## src/rtl/remora_frame_ctrl_if.sv

```systemverilog
// rtl/remora_frame_ctrl_if.sv - SPI frame buffer bundle between the SPI slave and the frame controller
interface remora_frame_ctrl_if #(
    parameter int BUFFER_SIZE = 240
);
    logic                   pkg_ok;
    logic [BUFFER_SIZE-1:0] rx_data;
    logic [BUFFER_SIZE-1:0] tx_data;

    modport master (output pkg_ok, output rx_data, input tx_data);
    modport slave  (input pkg_ok, input rx_data, output tx_data);
endinterface

```

## src/rtl/remora_frame_ctrl.sv

```systemverilog
// rtl/remora_frame_ctrl.sv - command/feedback frame controller with watchdog and fault gating
module remora_frame_ctrl #(
    parameter int                 NUM_JOINTS     = 5,
    parameter int                 NUM_VOUTS      = 2,
    parameter int                 NUM_VINS       = 2,
    parameter int                 NUM_DOUT       = 6,
    parameter int                 NUM_DIN        = 5,
    parameter int                 BUFFER_SIZE    = 240,
    parameter int unsigned        TIMEOUT_CYCLES = 100000,
    parameter logic [NUM_DOUT-1:0] DOUT_SAFE     = '0,
    parameter bit                 STICKY_FAULT   = 1'b0
) (
    input  logic                    sysclk,
    input  logic                    rst_n,
    remora_frame_ctrl_if.slave      spi,
    input  logic [32*NUM_JOINTS-1:0] joint_feedback,
    input  logic [16*NUM_VINS-1:0]   process_variable,
    input  logic [NUM_DIN-1:0]       din,
    output logic [32*NUM_JOINTS-1:0] joint_freq_cmd,
    output logic [16*NUM_VOUTS-1:0]  set_point,
    output logic [NUM_JOINTS-1:0]    joint_enable,
    output logic [NUM_DOUT-1:0]      dout,
    output logic                     ena,
    output logic                     error,
    output logic [15:0]              bad_frames
);
    localparam logic [31:0] HDR_WRITE = 32'h7772_6974;
    localparam logic [31:0] HDR_READ  = 32'h7265_6164;
    localparam logic [31:0] HDR_DATA  = 32'h6461_7461;
    localparam logic [31:0] TMO       = TIMEOUT_CYCLES;

    // Bit offsets from the MSB of the frame buffer
    localparam int RX_SP   = 32 + 32*NUM_JOINTS;
    localparam int RX_EN   = RX_SP + 16*NUM_VOUTS;
    localparam int RX_BITS = RX_EN + 16;
    localparam int TX_PV   = 32 + 32*NUM_JOINTS;
    localparam int TX_DIN  = TX_PV + 16*NUM_VINS;
    localparam int TX_BITS = TX_DIN + 16;
    localparam int LAYOUT_BITS = (RX_BITS > TX_BITS) ? RX_BITS : TX_BITS;

    if (BUFFER_SIZE < LAYOUT_BITS) begin : g_size_check
        $error("remora_frame_ctrl: BUFFER_SIZE smaller than frame layout");
    end

    typedef enum logic [1:0] {ST_IDLE, ST_RUN, ST_FAULT} state_t;

    function automatic logic [31:0] swap32(input logic [31:0] v);
        return {v[7:0], v[15:8], v[23:16], v[31:24]};
    endfunction

    function automatic logic [15:0] swap16(input logic [15:0] v);
        return {v[7:0], v[15:8]};
    endfunction

    state_t                   state, state_nxt;
    logic                     pkg_ok_q;
    logic [31:0]              wdog, wdog_nxt;
    logic [15:0]              bad_nxt;
    logic [31:0]              rx_hdr;
    logic                     frame_evt, is_write, is_read, is_bad, feed, timeout, run_nxt;
    logic [7:0]               en_byte, dout_byte, din_byte;
    logic [32*NUM_JOINTS-1:0] freq_lat, freq_nxt;
    logic [NUM_JOINTS-1:0]    en_lat, en_nxt;
    logic [NUM_DOUT-1:0]      dout_lat, dout_nxt;
    logic [16*NUM_VOUTS-1:0]  sp_nxt;
    logic                     ena_nxt, err_nxt;
    logic [BUFFER_SIZE-1:0]   tx_nxt;
    logic                     rx_unused;

    assign rx_unused = ^spi.rx_data;

    always_ff @(posedge sysclk) begin
        if (!rst_n) begin
            state          <= ST_IDLE;
            pkg_ok_q       <= 1'b0;
            wdog           <= '0;
            bad_frames     <= '0;
            joint_freq_cmd <= '0;
            joint_enable   <= '0;
            set_point      <= '0;
            dout           <= DOUT_SAFE;
            ena            <= 1'b0;
            error          <= 1'b0;
            spi.tx_data    <= '0;
        end else begin
            state          <= state_nxt;
            pkg_ok_q       <= spi.pkg_ok;
            wdog           <= wdog_nxt;
            bad_frames     <= bad_nxt;
            joint_freq_cmd <= freq_nxt;
            joint_enable   <= en_nxt;
            set_point      <= sp_nxt;
            dout           <= dout_nxt;
            ena            <= ena_nxt;
            error          <= err_nxt;
            spi.tx_data    <= tx_nxt;
        end
    end

    always_comb begin
        frame_evt = spi.pkg_ok & ~pkg_ok_q;
        rx_hdr    = swap32(spi.rx_data[BUFFER_SIZE-1 -: 32]);
        is_write  = frame_evt && (rx_hdr == HDR_WRITE);
        is_read   = frame_evt && (rx_hdr == HDR_READ);
        is_bad    = frame_evt && !is_write && !is_read;
        feed      = is_write || is_read;
        timeout   = (wdog == TMO);

        // A feed in the timeout cycle keeps the link alive
        state_nxt = state;
        case (state)
            ST_IDLE:  if (is_write) state_nxt = ST_RUN;
            ST_RUN:   if (!feed && timeout) state_nxt = ST_FAULT;
            ST_FAULT: if (is_write && !STICKY_FAULT) state_nxt = ST_RUN;
            default:  state_nxt = ST_IDLE;
        endcase

        wdog_nxt = feed ? 32'd0 : (timeout ? wdog : wdog + 32'd1);
        bad_nxt  = (is_bad && bad_frames != 16'hFFFF) ? bad_frames + 16'd1 : bad_frames;

        freq_lat  = joint_freq_cmd;
        en_lat    = joint_enable;
        dout_lat  = dout;
        sp_nxt    = set_point;
        en_byte   = spi.rx_data[BUFFER_SIZE-1-RX_EN -: 8];
        dout_byte = spi.rx_data[BUFFER_SIZE-1-RX_EN-8 -: 8];
        if (is_write) begin
            for (int i = 0; i < NUM_JOINTS; i++) begin
                freq_lat[32*i +: 32] = swap32(spi.rx_data[BUFFER_SIZE-1-32-32*i -: 32]);
                en_lat[i]            = en_byte[7-i];
            end
            for (int i = 0; i < NUM_VOUTS; i++)
                sp_nxt[16*i +: 16] = swap16(spi.rx_data[BUFFER_SIZE-1-RX_SP-16*i -: 16]);
            dout_lat = dout_byte[NUM_DOUT-1:0];
        end

        run_nxt  = (state_nxt == ST_RUN);
        freq_nxt = run_nxt ? freq_lat : '0;
        en_nxt   = run_nxt ? en_lat : '0;
        dout_nxt = run_nxt ? dout_lat : DOUT_SAFE;
        ena_nxt  = run_nxt && (|en_lat);
        err_nxt  = (state_nxt == ST_FAULT);

        din_byte                 = '0;
        din_byte[NUM_DIN-1:0]    = din;
        tx_nxt                   = '0;
        tx_nxt[BUFFER_SIZE-1 -: 32] = swap32(err_nxt ? 32'd0 : HDR_DATA);
        for (int i = 0; i < NUM_JOINTS; i++)
            tx_nxt[BUFFER_SIZE-1-32-32*i -: 32] = swap32(joint_feedback[32*i +: 32]);
        for (int i = 0; i < NUM_VINS; i++)
            tx_nxt[BUFFER_SIZE-1-TX_PV-16*i -: 16] = swap16(process_variable[16*i +: 16]);
        tx_nxt[BUFFER_SIZE-1-TX_DIN -: 8] = din_byte;
    end
endmodule

```

## src/flat_wrapper.sv

```systemverilog
// flat-port wrapper written by rule: the top's interface ports become plain ports
module remora_frame_ctrl_flat 
#(
    parameter int                 NUM_JOINTS     = 5,
    parameter int                 NUM_VOUTS      = 2,
    parameter int                 NUM_VINS       = 2,
    parameter int                 NUM_DOUT       = 6,
    parameter int                 NUM_DIN        = 5,
    parameter int                 BUFFER_SIZE    = 240,
    parameter int unsigned        TIMEOUT_CYCLES = 100000,
    parameter logic [NUM_DOUT-1:0] DOUT_SAFE     = '0,
    parameter bit                 STICKY_FAULT   = 1'b0
)
  (sysclk, rst_n, joint_feedback, process_variable, din, joint_freq_cmd, set_point, joint_enable, dout, ena, error, bad_frames, spi_pkg_ok, spi_rx_data, spi_tx_data);
  remora_frame_ctrl_if #(.BUFFER_SIZE(BUFFER_SIZE)) spi_i ();
  input  logic sysclk;
  input  logic rst_n;
  input  logic [32*NUM_JOINTS-1:0] joint_feedback;
  input  logic [16*NUM_VINS-1:0] process_variable;
  input  logic [NUM_DIN-1:0] din;
  output logic [32*NUM_JOINTS-1:0] joint_freq_cmd;
  output logic [16*NUM_VOUTS-1:0] set_point;
  output logic [NUM_JOINTS-1:0] joint_enable;
  output logic [NUM_DOUT-1:0] dout;
  output logic ena;
  output logic error;
  output logic [15:0] bad_frames;
  input wire logic [$bits(spi_i.pkg_ok)-1:0] spi_pkg_ok;
  input wire logic [$bits(spi_i.rx_data)-1:0] spi_rx_data;
  output wire logic [$bits(spi_i.tx_data)-1:0] spi_tx_data;
  assign spi_i.pkg_ok = spi_pkg_ok;
  assign spi_i.rx_data = spi_rx_data;
  assign spi_tx_data = spi_i.tx_data;
  remora_frame_ctrl #(.NUM_JOINTS(NUM_JOINTS), .NUM_VOUTS(NUM_VOUTS), .NUM_VINS(NUM_VINS), .NUM_DOUT(NUM_DOUT), .NUM_DIN(NUM_DIN), .BUFFER_SIZE(BUFFER_SIZE), .TIMEOUT_CYCLES(TIMEOUT_CYCLES), .DOUT_SAFE(DOUT_SAFE), .STICKY_FAULT(STICKY_FAULT)) u_core (.sysclk(sysclk), .rst_n(rst_n), .spi(spi_i), .joint_feedback(joint_feedback), .process_variable(process_variable), .din(din), .joint_freq_cmd(joint_freq_cmd), .set_point(set_point), .joint_enable(joint_enable), .dout(dout), .ena(ena), .error(error), .bad_frames(bad_frames));
endmodule
```

## config.mk

```make
export PLATFORM = sky130hd
export DESIGN_NAME = remora_frame_ctrl_flat
export DESIGN_NICKNAME = d
export VERILOG_FILES = /design/src/rtl/remora_frame_ctrl_if.sv /design/src/rtl/remora_frame_ctrl.sv /design/src/flat_wrapper.sv
export SDC_FILE = /design/constraint.sdc
export NUM_CORES = 1
export LEC_CHECK = 0
export BUFFER_PORTS_ARGS = -buffer_cell sky130_fd_sc_hd__buf_2
export CAP_MARGIN = 10
export CORE_AREA = 2 2 355 357
export CTS_CLUSTER_DIAMETER = 40
export DETAILED_ROUTE_END_ITERATION = 10
export DIE_AREA = 0 0 357 359
export HOLD_SLACK_MARGIN = 0.12
export SLEW_MARGIN = 20
export SYNTH_ARGS = -nofsm -noshare
export SYNTH_HDL_FRONTEND = slang
export SYNTH_SLANG_ARGS = --single-unit
```

## constraint.sdc

```tcl
create_clock -name sysclk -period 3 [get_ports sysclk]
set_clock_uncertainty 0.2 [all_clocks]
set_input_delay 0.15 -clock sysclk [delete_from_list [all_inputs] [get_ports sysclk]]
set_output_delay 0.15 -clock sysclk [all_outputs]
set_load 0.05 [all_outputs]
```

==> flow_summary.yaml, run 1 <==
logic_synthesis:
  ys_seq_area_share_pct: 57.8
  synth-simple-area-share_pct: 15.7
  async_flop_share_pct: 0
  yosys.area.top_type: "dfxtp_1"
  syn_inst: 1487
  syn-mean-instance-area_um2: 10.6
  synth_seq_cells: 454
  synth-xor-area-share_pct: 1.39
  synthAdderAreaFrac_pct: 0.239
  ys_top_cells_by_area: "dfxtp_1 58%, mux2i_1 11%, and2_1 8.0%"
  synth.area.mux_share_pct: 11.2
  ys_types: 47
  yosys.area.top_type_share_pct: 57.8
  ys_warn_count: 0
  ys.flop_type: "dfxtp_1"
  synth_edf_count: 0
  synth_compound_area_share_pct: 8.18
  netlist_area_um2: 15700
  synth_top_family_by_area: "simple AND/OR/NAND/NOR gates"
clocking:
  post_cts_buffers: 0
  clock_sinks: 454
  h-tree-depth: 3
  clockBufferDepth: 3
  cts_resized: 0
  numCtsBuffers: 87
  root_buffer: "clkbuf_16"
  hold_buffers: 821
floorplanning:
  io_pins: 901
  die_w_um: 357
  die-height_um: 359
  start_util_pct: 12.6
  num_rows: 130
outcome:
  outcome: "stopped before the end"
  error: "[ERROR RSZ-0060] Max buffer count reached."
  failing_step: "clock tree synthesis (4_1_cts)"
place:
  placed_cell_area_um2: 21900
  gp_congestion: 0.875
  dp_hpwl_mm: 60.5
  port_buffers: 865
-- through the flow --
stage	hold slack, ps	std cells	utilization [%]	setup WS [ps]
3_3_place_gp	156	3928	17.6	417
3_5_place_dp	159	3928	17.6	346
2_1_floorplan	71.7	1516	-	427
-- cells in the mapped netlist (all sizes together), types with 7 or more instances --
cell type,count
a21oi,217
and2,201
buf,76
clkbuf,69
dfxtp,454
mux2i,176
nand2,87
nand2b,10
nand3,22
nand4,20
nor2,29
nor4,11
nor4b,7
o21ai,7
o31ai,9
or3,7
or4,10
xor2,22
-- cell families after synthesis --
group / after synthesis
flip-flops: 454
buffers and inverters: 152
multiplexers: 176
other: 1
adder cells (fa/ha/maj): 3
AND/OR/NAND/NOR: 432
XOR/XNOR: 25
AO/OA/AOI/OAI: 244
==> inputs of run 2 (changes only) <==
--- a/config.mk
+++ b/config.mk
@@ -7,11 +7,10 @@
 export LEC_CHECK = 0
 export BUFFER_PORTS_ARGS = -buffer_cell sky130_fd_sc_hd__buf_2
 export CAP_MARGIN = 10
-export CORE_AREA = 2 2 355 357
-export CTS_CLUSTER_DIAMETER = 40
+export CORE_AREA = 2 2 354 356
 export DETAILED_ROUTE_END_ITERATION = 10
-export DIE_AREA = 0 0 357 359
-export HOLD_SLACK_MARGIN = 0.12
+export DIE_AREA = 0 0 356 358
+export PLACE_DENSITY_LB_ADDON = 0.15
 export SLEW_MARGIN = 20
 export SYNTH_ARGS = -nofsm -noshare
 export SYNTH_HDL_FRONTEND = slang
==> flow_summary.yaml, run 2 <==
outcome:
  outcome: "finished clean"
routing:
  post_drt_wl_per_cell_um: 16.4
  first_pass_iters: 4
  ant_nets: 0
  routed_wl_mm: 75.0
  drt_iter0_markers: 493
  vias_per_cell: 3.46
  drc: 0
  dr_total_vias: 15800
sta:
  hold_ws_ps: 54.4
  finalSetupTns_ps: 0
  hold_violations: 0
  fin_crit_sh_pct: 95.8
  fmax_ghz: 0.348
  rsz0062_at_grt: "no"
  max-slew-margin-rel_pct: 29.7
  drv_slew: 0
  min_period_ps: 2880
  setup_viol: 0
  worstMarginPinSlew_ps: 1050
  layout_setup_ws_ps: 125
place:
  dp_hpwl_mm: 55.6
  port_buffers: 865
  pre_cts_ws_ps: 363
  placed_cell_area_um2: 21900
  gp_congestion: 0.724
  placedCellCount: 3917
power:
  p_total_mw: 15.4
  power.static_leakage_nw: 14.0
  power_density_nw_per_um2: 525
  vdd_drop_max_uv: 387
global_route:
  grt_pass1_vias: 16600
  grt_max_degree: 212
  grt-ovfl-total: 0
  grt_first_pass_wirelength_mm: 107
  antenna_found_initial: 25
  track_usage_pct: 11.2
logic_synthesis:
  yosys.area.top_type_share_pct: 57.8
  synth_edf_count: 0
  async_flop_share_pct: 0
  ys_top_cells_by_area: "dfxtp_1 58%, mux2i_1 11%, and2_1 8.0%"
  syn_inst: 1487
  ys_warn_count: 0
  synthMostInstantiatedCell: "dfxtp_1"
  ys_types: 47
  ys_seq_area_share_pct: 57.8
  synth_seq_cells: 454
  yosys.area.top_type: "dfxtp_1"
  netlist_area_um2: 15700
  syn-mean-instance-area_um2: 10.6
  synth.cells.most_frequent: "454 x dfxtp_1, 217 x a21oi_1, 201 x and2_1, 176 x mux2i_1, 87 x nand2_1"
  ys.flop_type: "dfxtp_1"
clocking:
  cts_tree: "done"
  cts.clk_slew.worst_paths_ps: 60
  clock_sinks: 454
  worstSkewPairLatency_ps: 640
  clockBufferDepth: 3
  post_cts_buffers: 0
  h-tree-depth: 2
  numCtsBuffers: 61
  hold_buffers: 542
  cts_resized: 0
  root_buffer: "clkbuf_16"
critical_path:
  crit_buf_inv: 3
  cp_data_required_time_ps: 3310
  worstPathMaxFanout: 23
  crit_slowest_cell: "or4_4"
  cp_slowest_stage_delay_ps: 660
  cp-end-kind: "flip-flop"
  critPathTopFamily: "simple AND/OR/NAND/NOR gates"
  cp_data_arrival_time_ps: 3180
  path_cells: "nand2b_1, or4_4, buf_12, buf_4, mux2i_1, a21oi_1, dlygate4sd3_1"
  crit_type: "flip-flop to flip-flop"
  critPathLaunchType: "flip-flop"
floorplanning:
  die_w_um: 356
  die-area_um2: 127000
  num_rows: 129
  core-area_um2: 123000
  start_util_pct: 12.8
  die-height_um: 358
  io_pins: 901
layout:
  postLayoutCellArea_um2: 29300
  fin_util_pct: 23.8
  layout_common_cells: "864 x buf_2, 542 x dlygate4sd3_1, 454 x dfxtp_1"
  final_common_cell: "buf_2"
  largest_register_ffs: 198
  reg_top3: "u_core.spi.tx_data x198, u_core.joint_freq_cmd x160"
  layoutNonFillerInstCount: 4580
  drive_above_1_share_pct: 34.6
  nets: 3328
  syn_to_final_growth_pct: 86.6
  max_flop_register: "u_core.spi.tx_data"
run:
  maxCapViolCount: 0
worst_hold_path:
  hold_path_class: "input pin to flip-flop"
## run 2: cell families (layout without fill, tap and decap cells)
kind of cell | count (synthesis) | count (layout) | synth area share [%]
flops | 454 | 454 | 57.8
xor+xnor | 25 | 25 | 1.39
compound gates | 244 | 244 | 8.18
simple gates | 432 | 432 | 15.7
mux | 176 | 176 | 11.2
fa+ha+maj | 3 | 3 | 0.239
buf+inv | 152 | 1569 | 5.47
other cells | 1 | 40 | 0.0238
## run 2: area by class of cell
cell class              count  area (µm²)
fillers                 13600       94000
diodes                     10        25.0
flip-flops and latches    454        9090
clock buffers              86        1750
multi-input cells         910        5920
repair buffers           1451       10200
inverters                   7        26.3
clock inverters            25         245
well taps                1637        2050
## run 2: path summary, 6_finish.rpt
path                        start                          to  slack [ps]  cells past startpoint
max               u_core.pkg_ok_q  u_core.joint_freq_cmd[113]         120                      7
min           joint_feedback[141]      u_core.spi.tx_data[69]          50                      3
max reg2reg       u_core.pkg_ok_q  u_core.joint_freq_cmd[113]         120                      7
min reg2reg  u_core.set_point[23]        u_core.set_point[23]         240                      2
## run 2: report_power, final
part	switching [mW]	internal [mW]	total, mW
clock network	2.99	4.30	7.29
logic	1.06	0.848	1.91
registers	0.0407	6.18	6.22
total	4.09	11.3	15.4
## run 2: worst reg2reg max path, cell delays in order (launching register included)
cell           delay [ps]
dfxtp_1               300
nand2b_1              360
or4_4                 670
buf_12                190
buf_4                 230
mux2i_1               170
a21oi_1                50
dlygate4sd3_1         560
## run 2: routing by layer
metal | global-route usage [%] | part of all wire (%) | wire length [µm]
met4 | 4.67 | 4.1 | 3050
met2 | 19.6 | 49 | 37000
met5 | 0 | 0.29 | 217
met1 | 12.1 | 38 | 28600
met3 | 3.94 | 8.2 | 6130
Note: power is estimated with default switching activity, not from simulation.
